## src/rtl/fp_int_move_unit.sv

```systemverilog
// Bit-pattern moves between the FP and integer register files (FMV.X.W/W.X/X.D/D.X)
// with sign-extension, NaN-boxing and a one-cycle, skid-buffered valid/ready pipeline.
module fp_int_move_unit #(
    parameter int XLEN  = 64,
    parameter int FLEN  = 64,
    parameter int TAG_W = 5,
    localparam int DW   = (XLEN > FLEN) ? XLEN : FLEN
) (
    input  logic             CLK,
    input  logic             RST,
    input  logic             EN,
    input  logic             in_valid,
    output logic             in_ready,
    input  logic [1:0]       in_op,
    input  logic [XLEN-1:0]  in_int,
    input  logic [FLEN-1:0]  in_fp,
    input  logic [TAG_W-1:0] in_tag,
    output logic             out_valid,
    input  logic             out_ready,
    output logic [DW-1:0]    out_data,
    output logic             out_dest_fp,
    output logic [TAG_W-1:0] out_tag,
    output logic             out_illegal
);

    localparam int PW = DW + TAG_W + 2;
    localparam bit D_OK = (XLEN == 64) && (FLEN == 64);

    localparam logic [1:0] OP_X_W = 2'b00;
    localparam logic [1:0] OP_W_X = 2'b01;
    localparam logic [1:0] OP_X_D = 2'b10;

    logic [XLEN-1:0] sext_w;
    logic [FLEN-1:0] nanbox_w;
    logic [DW-1:0]   move_x_d;
    logic [DW-1:0]   move_d_x;

    // Width-dependent pieces live in generate branches so no zero-width replication is formed.
    generate
        if (XLEN == 64) begin : g_sext64
            assign sext_w = {{32{in_fp[31]}}, in_fp[31:0]};
        end else begin : g_sext32
            assign sext_w = in_fp[31:0];
        end
        if (FLEN == 64) begin : g_box64
            assign nanbox_w = {32'hFFFF_FFFF, in_int[31:0]};
        end else begin : g_box32
            assign nanbox_w = in_int[31:0];
        end
        if (D_OK) begin : g_dmove
            assign move_x_d = in_fp;
            assign move_d_x = in_int;
        end else begin : g_dnone
            assign move_x_d = '0;
            assign move_d_x = '0;
        end
    endgenerate

    logic [DW-1:0] in_data;
    logic          in_dest_fp;
    logic          in_illegal;
    logic [PW-1:0] in_pkt;

    always_comb begin
        in_data    = '0;
        in_dest_fp = 1'b0;
        in_illegal = 1'b0;
        case (in_op)
            OP_X_W: in_data[XLEN-1:0] = sext_w;
            OP_W_X: begin
                in_data[FLEN-1:0] = nanbox_w;
                in_dest_fp        = 1'b1;
            end
            OP_X_D: begin
                in_data    = move_x_d;
                in_illegal = !D_OK;
            end
            default: begin
                in_data    = move_d_x;
                in_dest_fp = 1'b1;
                in_illegal = !D_OK;
            end
        endcase
    end

    assign in_pkt = {in_illegal, in_dest_fp, in_tag, in_data};

    logic          out_valid_q, out_valid_d;
    logic [PW-1:0] out_pkt_q,   out_pkt_d;
    logic          skid_full_q, skid_full_d;
    logic [PW-1:0] skid_pkt_q,  skid_pkt_d;
    logic          in_ready_q,  in_ready_d;
    logic          in_xfer;
    logic          out_free;

    assign in_xfer  = in_valid && in_ready_q && EN;
    assign out_free = !out_valid_q || out_ready;

    // Skid contents always drain ahead of a fresh request so acceptance order is preserved.
    always_comb begin
        out_valid_d = out_valid_q;
        out_pkt_d   = out_pkt_q;
        skid_full_d = skid_full_q;
        skid_pkt_d  = skid_pkt_q;
        if (EN) begin
            if (out_free) begin
                if (skid_full_q) begin
                    out_pkt_d   = skid_pkt_q;
                    out_valid_d = 1'b1;
                    skid_full_d = in_xfer;
                    if (in_xfer) begin
                        skid_pkt_d = in_pkt;
                    end
                end else if (in_xfer) begin
                    out_pkt_d   = in_pkt;
                    out_valid_d = 1'b1;
                end else begin
                    out_valid_d = 1'b0;
                end
            end else if (in_xfer) begin
                skid_pkt_d  = in_pkt;
                skid_full_d = 1'b1;
            end
        end
        in_ready_d = EN && !skid_full_d;
    end

    always_ff @(posedge CLK or negedge RST) begin
        if (!RST) begin
            out_valid_q <= 1'b0;
            out_pkt_q   <= '0;
            skid_full_q <= 1'b0;
            skid_pkt_q  <= '0;
            in_ready_q  <= 1'b0;
        end else begin
            out_valid_q <= out_valid_d;
            out_pkt_q   <= out_pkt_d;
            skid_full_q <= skid_full_d;
            skid_pkt_q  <= skid_pkt_d;
            in_ready_q  <= in_ready_d;
        end
    end

    assign in_ready    = in_ready_q;
    assign out_valid   = out_valid_q;
    assign out_data    = out_pkt_q[DW-1:0];
    assign out_tag     = out_pkt_q[DW +: TAG_W];
    assign out_dest_fp = out_pkt_q[DW + TAG_W];
    assign out_illegal = out_pkt_q[DW + TAG_W + 1];

endmodule

```

## config.mk

```make
export PLATFORM = sky130hd
export DESIGN_NAME = fp_int_move_unit
export DESIGN_NICKNAME = d
export VERILOG_FILES = /design/src/rtl/fp_int_move_unit.sv
export SDC_FILE = /design/constraint.sdc
export NUM_CORES = 1
export LEC_CHECK = 0
export BUFFER_PORTS_ARGS = -buffer_cell sky130_fd_sc_hd__buf_2
export CAP_MARGIN = 15
export CORE_ASPECT_RATIO = 1.4
export CORE_MARGIN = 10
export CORE_UTILIZATION = 45
export DETAILED_ROUTE_END_ITERATION = 7
export PLACE_DENSITY_LB_ADDON = 0.2
export RECOVER_POWER = 100
export SLEW_MARGIN = 15
export SYNTH_ARGS = -nofsm -noshare
export SYNTH_HDL_FRONTEND = slang
export SYNTH_SLANG_ARGS = --single-unit
```

## constraint.sdc

```tcl
create_clock -name CLK -period 3.3 [get_ports CLK]
set_input_delay 0.66 -clock CLK [delete_from_list [all_inputs] [get_ports CLK]]
set_output_delay 0.66 -clock CLK [all_outputs]
set_load 0.03 [all_outputs]
```

==> flow_summary_export.csv, run 1 <==
group,metric,value,unit
clock_tree,hold_buffers,0,
route,drt_iter0_markers,381,
setup_path,worstPathCellList,"inv_2 > a21oi_4 > buf_12 > mux2_2",
final_layout,nNetsFinal,951,
clock_tree,cts_root_buf,"clkbuf_16",
place,dp_hpwl,13.6,mm
global_route,grt_pass1_wl,31.1,mm
pwr,p_int,4.54,mW
clock_tree,clock_path_buffers,2,
floorplan,rows,55,
final_layout,multi_input_area,3300,um^2
final_layout,n_antenna_cell,0,
clock_tree,clock_latency,0.41,ns
timing,setup_viol,0,
place,gp_congestion,0.751,
run_status,violations,"capacitance limit, slew limit",
setup_path,r2r_start,"skid_full_q$_DFF_PN0_",
run_status,status,"finished, violations left",
floorplan,pin_count,213,
timing,finalClockSkew,0.0107,ns
setup_path,r2r_end,"skid_pkt_q[23]$_DFFE_PN0P_",
timing,drv_slew,82,
place,dpl_worst_slack,0.746,ns
setup_path,rrSetupSlack,0.74,ns
floorplan,dieArea,21800,um^2
clock_tree,cts_setup_buffers,0,
timing,fin_setup_tns,0,ns
final_layout,drive_gt1_share,35.1,%
floorplan,die_h,171,um
global_route,grt_pass1_vias,6131,
logic_synthesis,synth.avg_cell_area,11.7,um^2
timing,min_period,2.56,ns
floorplan,chipWidth,128,um
global_route,overflow,0,
logic_synthesis,netlist_area,7320,um^2
pwr,power_frac_comb,32.5,%
setup_path,cp-startpoint,"skid_full_q$_DFF_PN0_",
floorplan,start_util,45.4,%
setup_path,crit_family,"flip-flops",
clock_tree,clk_pin_slew,0.06,ns
final_layout,seqCellArea,3580,um^2
timing,worst_pin_slew,2.09,ns
route,dr_total_vias,5658,
setup_path,cpPeakStageDelay,1.10,ns
clock_tree,cts_resized,0,
logic_synthesis,synth_seq_cells,143,
logic_synthesis,synth_cell_type_count,25,
setup_path,crit_end,"skid_pkt_q[23]$_DFFE_PN0P_",
setup_path,cp.depth,4,
clock_tree,cts_tree,"done",
route,drc,0,
timing,post-route-period-util,77.6,%
route,ant_nets,0,
clock_tree,cts.sinks,143,
timing,hold_viol_final,0,
setup_path,required,3.59,ns
route,wl_per_cell,19.1,um
setup_path,crit_arrival,2.85,ns
hold_path,hold_path_depth,1,
timing,setup_ws,0.739,ns
hold_path,hold_path_class,"reg -> reg",
pwr,p_per_area,807,nW/um^2
global_route,groute.usage.overall,17.5,%
route,dr.pass1.iters,5,
setup_path,crit_fanout,30,
pwr,seqPwrFrac,40.6,%
job,max_cap_violations,1,
logic_synthesis,synth_nets,767,
setup_path,setup.worst_path.class,"reg -> reg",
global_route,antenna_found_initial,0,
logic_synthesis,yosys_warnings,0,
pwr,power_switching,2.71,mW
timing,rsz0062_at_grt,"no",
setup_path,crit_slowest_cell,"dfrtp_1",
timing,slew_headroom,-39.7,%
setup_path,cp-start-kind,"flip-flop",
route,routed_wl,19.6,mm
final_layout,synthToLayoutAreaGrowth,22.9,%
setup_path,cp-end-kind,"flip-flop",
logic_synthesis,syn_inst,627,
pwr,power_switching_share,37.4,%
clock_tree,cts_buffers,17,
timing,max_freq,0.390,GHz
global_route,grt_max_degree,83,
final_layout,n_fill_cell,1467,
setup_path,path_buf_inv,2,
pwr,p_leak,4.28,nW
place,io_buffers,211,
pwr,clkPwrFrac,26.8,%
pwr,peakVddDrop,0.486,mV
logic_synthesis,seq_area_frac_synth,48.9,%
clock_tree,htree_levels,4,
floorplan,core,16100,um^2
route,drt-vias-per-instance,5.53,
setup_path,reg2reg_depth,4,
## cells by family (layout without fill, tap and decap cells)
kind of cell,count (synthesis),after routing,share of synthesized area (%)
compound gates,145,145,13.0
other cells,1,1,0.0513
flops,143,143,48.9
buf+inv,95,292,6.11
simple gates,39,39,2.29
mux,204,204,29.7
## worst min path at each step
stage,start,end,slack (ns)
finish,skid_pkt_q[69]$_DFFE_PN0P_,skid_pkt_q[69]$_DFFE_PN0P_,0.48
CTS,RST,skid_pkt_q[64]$_DFFE_PN0P_,0.34
global route,in_tag[1],skid_pkt_q[65]$_DFFE_PN0P_,0.49
floorplan,RST,in_ready$_DFF_PN0_,0.36
global placement,skid_pkt_q[68]$_DFFE_PN0P_,skid_pkt_q[68]$_DFFE_PN0P_,0.47
detailed placement,skid_pkt_q[69]$_DFFE_PN0P_,skid_pkt_q[69]$_DFFE_PN0P_,0.48
## power by group through the flow
stage | clock (mW) | combinational, mW | sequential [mW]
3_3_place_gp | 0 | 2.42 | 2.94
2_1_floorplan | 0 | 1.05 | 3.57
6_report | 1.95 | 2.36 | 2.95
4_1_cts | 1.98 | 2.51 | 2.94
3_5_place_dp | 0 | 2.50 | 2.97
5_1_grt | 2.06 | 2.57 | 3.05
## stage by stage
| stage | hold slack [ns] | instances | cell area [um^2] | total power, mW | util (%) |
|---|---|---|---|---|---|
| after global placement | 0.467 | 991 | 8500 | 5.35 | 52.8 |
| after global routing | 0.490 | 1023 | 8990 | 7.68 | 55.8 |
| after floorplan | 0.364 | 627 | 7320 | 4.62 | - |
| after CTS | 0.337 | 1023 | 9090 | 7.43 | 56.5 |
| final | 0.485 | 1023 | 8990 | 7.25 | 55.8 |
| after detailed placement | 0.477 | 991 | 8500 | 5.47 | 52.8 |
## routing by layer
layer | wire length, um | global-route usage [%]
met1 | 7560 | 19.5
met3 | 1110 | 5.11
met4 | 390 | 5.69
met2 | 10500 | 30.9
met5 | 0 | 0
## state kept, by name (all words and copies together) (netlist names)
name         flops
skid_full_q      1
out_valid        1
out_pkt_q       70
skid_pkt_q      70
in_ready         1
## layout make-up
cell class | instances | area share (%)
flip-flops and latches | 143 | 39.8
multi-input cells | 389 | 36.7
repair buffers | 227 | 12.8
clock buffers | 19 | 4.93
well taps | 199 | 2.77
clock inverters | 13 | 1.68
inverters | 33 | 1.38
## cell usage in the layout, fill, tap and decap left out, types with 17 or more instances in the layout
cell / count
nand2_1: 33
inv_1: 32
buf_2: 137
a21oi_1: 39
clkbuf_1: 73
mux2_2: 97
a31oi_1: 70
clkbuf_16: 17
mux2i_1: 102
a211o_1: 32
dfrtp_1: 143
## Yosys cell counts (all sizes together)
master  count  area share (%)
o21ai       1           0.068
conb        1           0.051
nand2b      1           0.086
a211o      32             3.8
dfrtp     143              49
and3        1           0.086
a31oi      70             6.0
nand2      33             1.7
nor3        1            0.22
a21o        2            0.21
buf        39             3.2
mux2      102              16
a21oi      40             2.9
nand3       1           0.068
nor2        1           0.051
clkbuf     23             1.2
or2         1           0.086
mux2i     102              14
inv        33             1.7
Power figures use the tool's default switching activity.
==> inputs of run 2 (changes only) <==
==> constraint.sdc (replaced) <==
create_clock -name CLK -period 2.3 [get_ports CLK]
set_input_delay 0.46 -clock CLK [delete_from_list [all_inputs] [get_ports CLK]]
set_output_delay 0.46 -clock CLK [all_outputs]
set_load 0.03 [all_outputs]
==> flow_summary_export.csv, run 2 (synthesis gave the netlist of run 1 again) <==
group,metric,value,unit
pwr,power_switching_share,36.9,%
clock_tree,clock_path_buffers,2,
floorplan,chipWidth,128,um
pwr,p_leak,4.32,nW
final_layout,top_regs,"out_pkt_q (70), skid_pkt_q (70)",
pwr,peakVddDrop,0.626,mV
floorplan,start_util,45.4,%
timing,slew_headroom,20.0,%
global_route,groute.usage.overall,18.4,%
place,io_buffers,211,
setup_path,r2r_start,"skid_full_q$_DFF_PN0_",
route,dr.pass1.iters,4,
timing,setup_viol,0,
setup_path,cpPeakStageDelay,0.47,ns
route,dr_total_vias,5776,
setup_path,cp-end-kind,"flip-flop",
clock_tree,cts_root_buf,"clkbuf_16",
timing,worst_pin_slew,1.20,ns
final_layout,final_cell_mix,"142 x dfrtp_1, 137 x buf_2, 102 x mux2i_1",
route,wl_per_cell,19.8,um
global_route,grt_pass1_wl,32.5,mm
timing,rsz0062_at_grt,"no",
timing,hold_viol_final,0,
pwr,p_per_area,1150,nW/um^2
setup_path,setup.worst_path.class,"reg -> reg",
final_layout,final_common_cell,"dfrtp_1",
place,dpl_worst_slack,0.400,ns
run_status,status,"finished clean",
route,ant_nets,0,
timing,fin_setup_tns,0,ns
setup_path,reg2reg_depth,4,
final_layout,synthToLayoutAreaGrowth,24.2,%
floorplan,dieArea,21800,um^2
final_layout,design_area,9080,um^2
clock_tree,cts.sinks,143,
floorplan,core,16100,um^2
route,routed_wl,20.4,mm
hold_path,hold_path_class,"in -> reg",
floorplan,pin_count,213,
hold_path,hold_path_depth,2,
global_route,grt_pass1_vias,6254,
setup_path,required,2.60,ns
pwr,power_frac_comb,32.8,%
place,dp_hpwl,14.1,mm
final_layout,n_antenna_cell,0,
pwr,power_switching,3.85,mW
setup_path,rrSetupSlack,0.42,ns
pwr,clkPwrFrac,26.8,%
place,placed_area,8590,um^2
setup_path,cp-start-kind,"flip-flop",
final_layout,nNetsFinal,958,
clock_tree,cts_tree,"done",
global_route,grt_max_degree,65,
setup_path,crit_fanout,39,
clock_tree,cts_buffers,17,
place,gp_congestion,0.734,
setup_path,crit_slowest_cell,"a21oi_1",
timing,finalClockSkew,0.00613,ns
clock_tree,cts_setup_buffers,0,
final_layout,final_cell_count_no_fill,1030,
setup_path,r2r_end,"skid_pkt_q[20]$_DFFE_PN0P_",
timing,post-route-period-util,81.7,%
place,dpl.cell_count,997,
hold_path,worstHoldStart,"in_tag[3]",
final_layout,fin_util,56.4,%
clock_tree,clock_latency,0.41,ns
floorplan,die_h,171,um
timing,max_freq,0.532,GHz
timing,min_period,1.88,ns
hold_path,hold_path_end,"skid_pkt_q[67]$_DFFE_PN0P_",
global_route,overflow,0,
setup_path,crit_arrival,2.18,ns
pwr,finalPower,10.4,mW
job,max_cap_violations,0,
timing,hold_ws,0.281,ns
clock_tree,clk_pin_slew,0.06,ns
timing,drv_slew,0,
pwr,seqPwrFrac,40.4,%
route,drc,0,
clock_tree,htree_levels,4,
floorplan,rows,55,
setup_path,worstPathCellList,"inv_1 > a21oi_1 > buf_12 > mux2_2",
final_layout,drive_gt1_share,34.9,%
timing,setup_ws,0.420,ns
route,drt-vias-per-instance,5.61,
pwr,p_int,6.60,mW
route,drt_iter0_markers,455,
global_route,antenna_found_initial,0,
run 2: how the worst max path moves through the flow:
stage	from	to
4_1_cts	out_valid$_DFFE_PN0P_	out_pkt_q[4]$_DFFE_PN0P_
6_report	skid_full_q$_DFF_PN0_	skid_pkt_q[20]$_DFFE_PN0P_
5_1_grt	skid_full_q$_DFF_PN0_	skid_pkt_q[28]$_DFFE_PN0P_
3_3_place_gp	EN	out_pkt_q[13]$_DFFE_PN0P_
2_1_floorplan	EN	skid_pkt_q[64]$_DFFE_PN0P_
3_5_place_dp	in_op[0]	skid_pkt_q[37]$_DFFE_PN0P_
run 2: layer usage:
| layer | vias up | track usage (%) | wire length, um |
|---|---|---|---|
| met5 | - | 0 | 0 |
| met4 | 0 | 7.51 | 564 |
| met3 | 36 | 4.77 | 1330 |
| met2 | 199 | 34.3 | 11100 |
| met1 | 2877 | 19.0 | 7440 |
| li1 | 2664 | - | - |
run 2: worst max-delay path, delay by kind of cell (launching register included):
| kind | cells | cell delay [ns] |
|---|---|---|
| multiplexers | 1 | 0.37 |
| AO/OA/AOI/OAI | 1 | 0.47 |
| buffers and inverters | 2 | 0.51 |
| flip-flops | 1 | 0.38 |
run 2: repair_timing:
item | 4_1_cts | 5_1_grt
hold endpoints to repair | 40 | 0
resized for setup | 0 | 0
hold buffers | 1 | 0
run 2: final cells by class:
class | instances | area [um^2]
multi-input combinational | 389 | 3280
tap | 199 | 249
inverter | 33 | 124
fill | 1479 | 7020
clock buffer | 20 | 437
sequential | 143 | 3580
clock inverter | 12 | 161
timing repair buffer | 234 | 1250
run 2: power groups by stage:
| stage | Clock [mW] | Sequential, mW | Combinational, mW |
|---|---|---|---|
| detailed placement | 0 | 4.24 | 3.63 |
| global route | 2.97 | 4.36 | 3.73 |
| finish | 2.80 | 4.22 | 3.43 |
| global placement | 0 | 4.18 | 3.52 |
| floorplan | 0 | 5.12 | 1.50 |
| CTS | 2.86 | 4.20 | 3.64 |
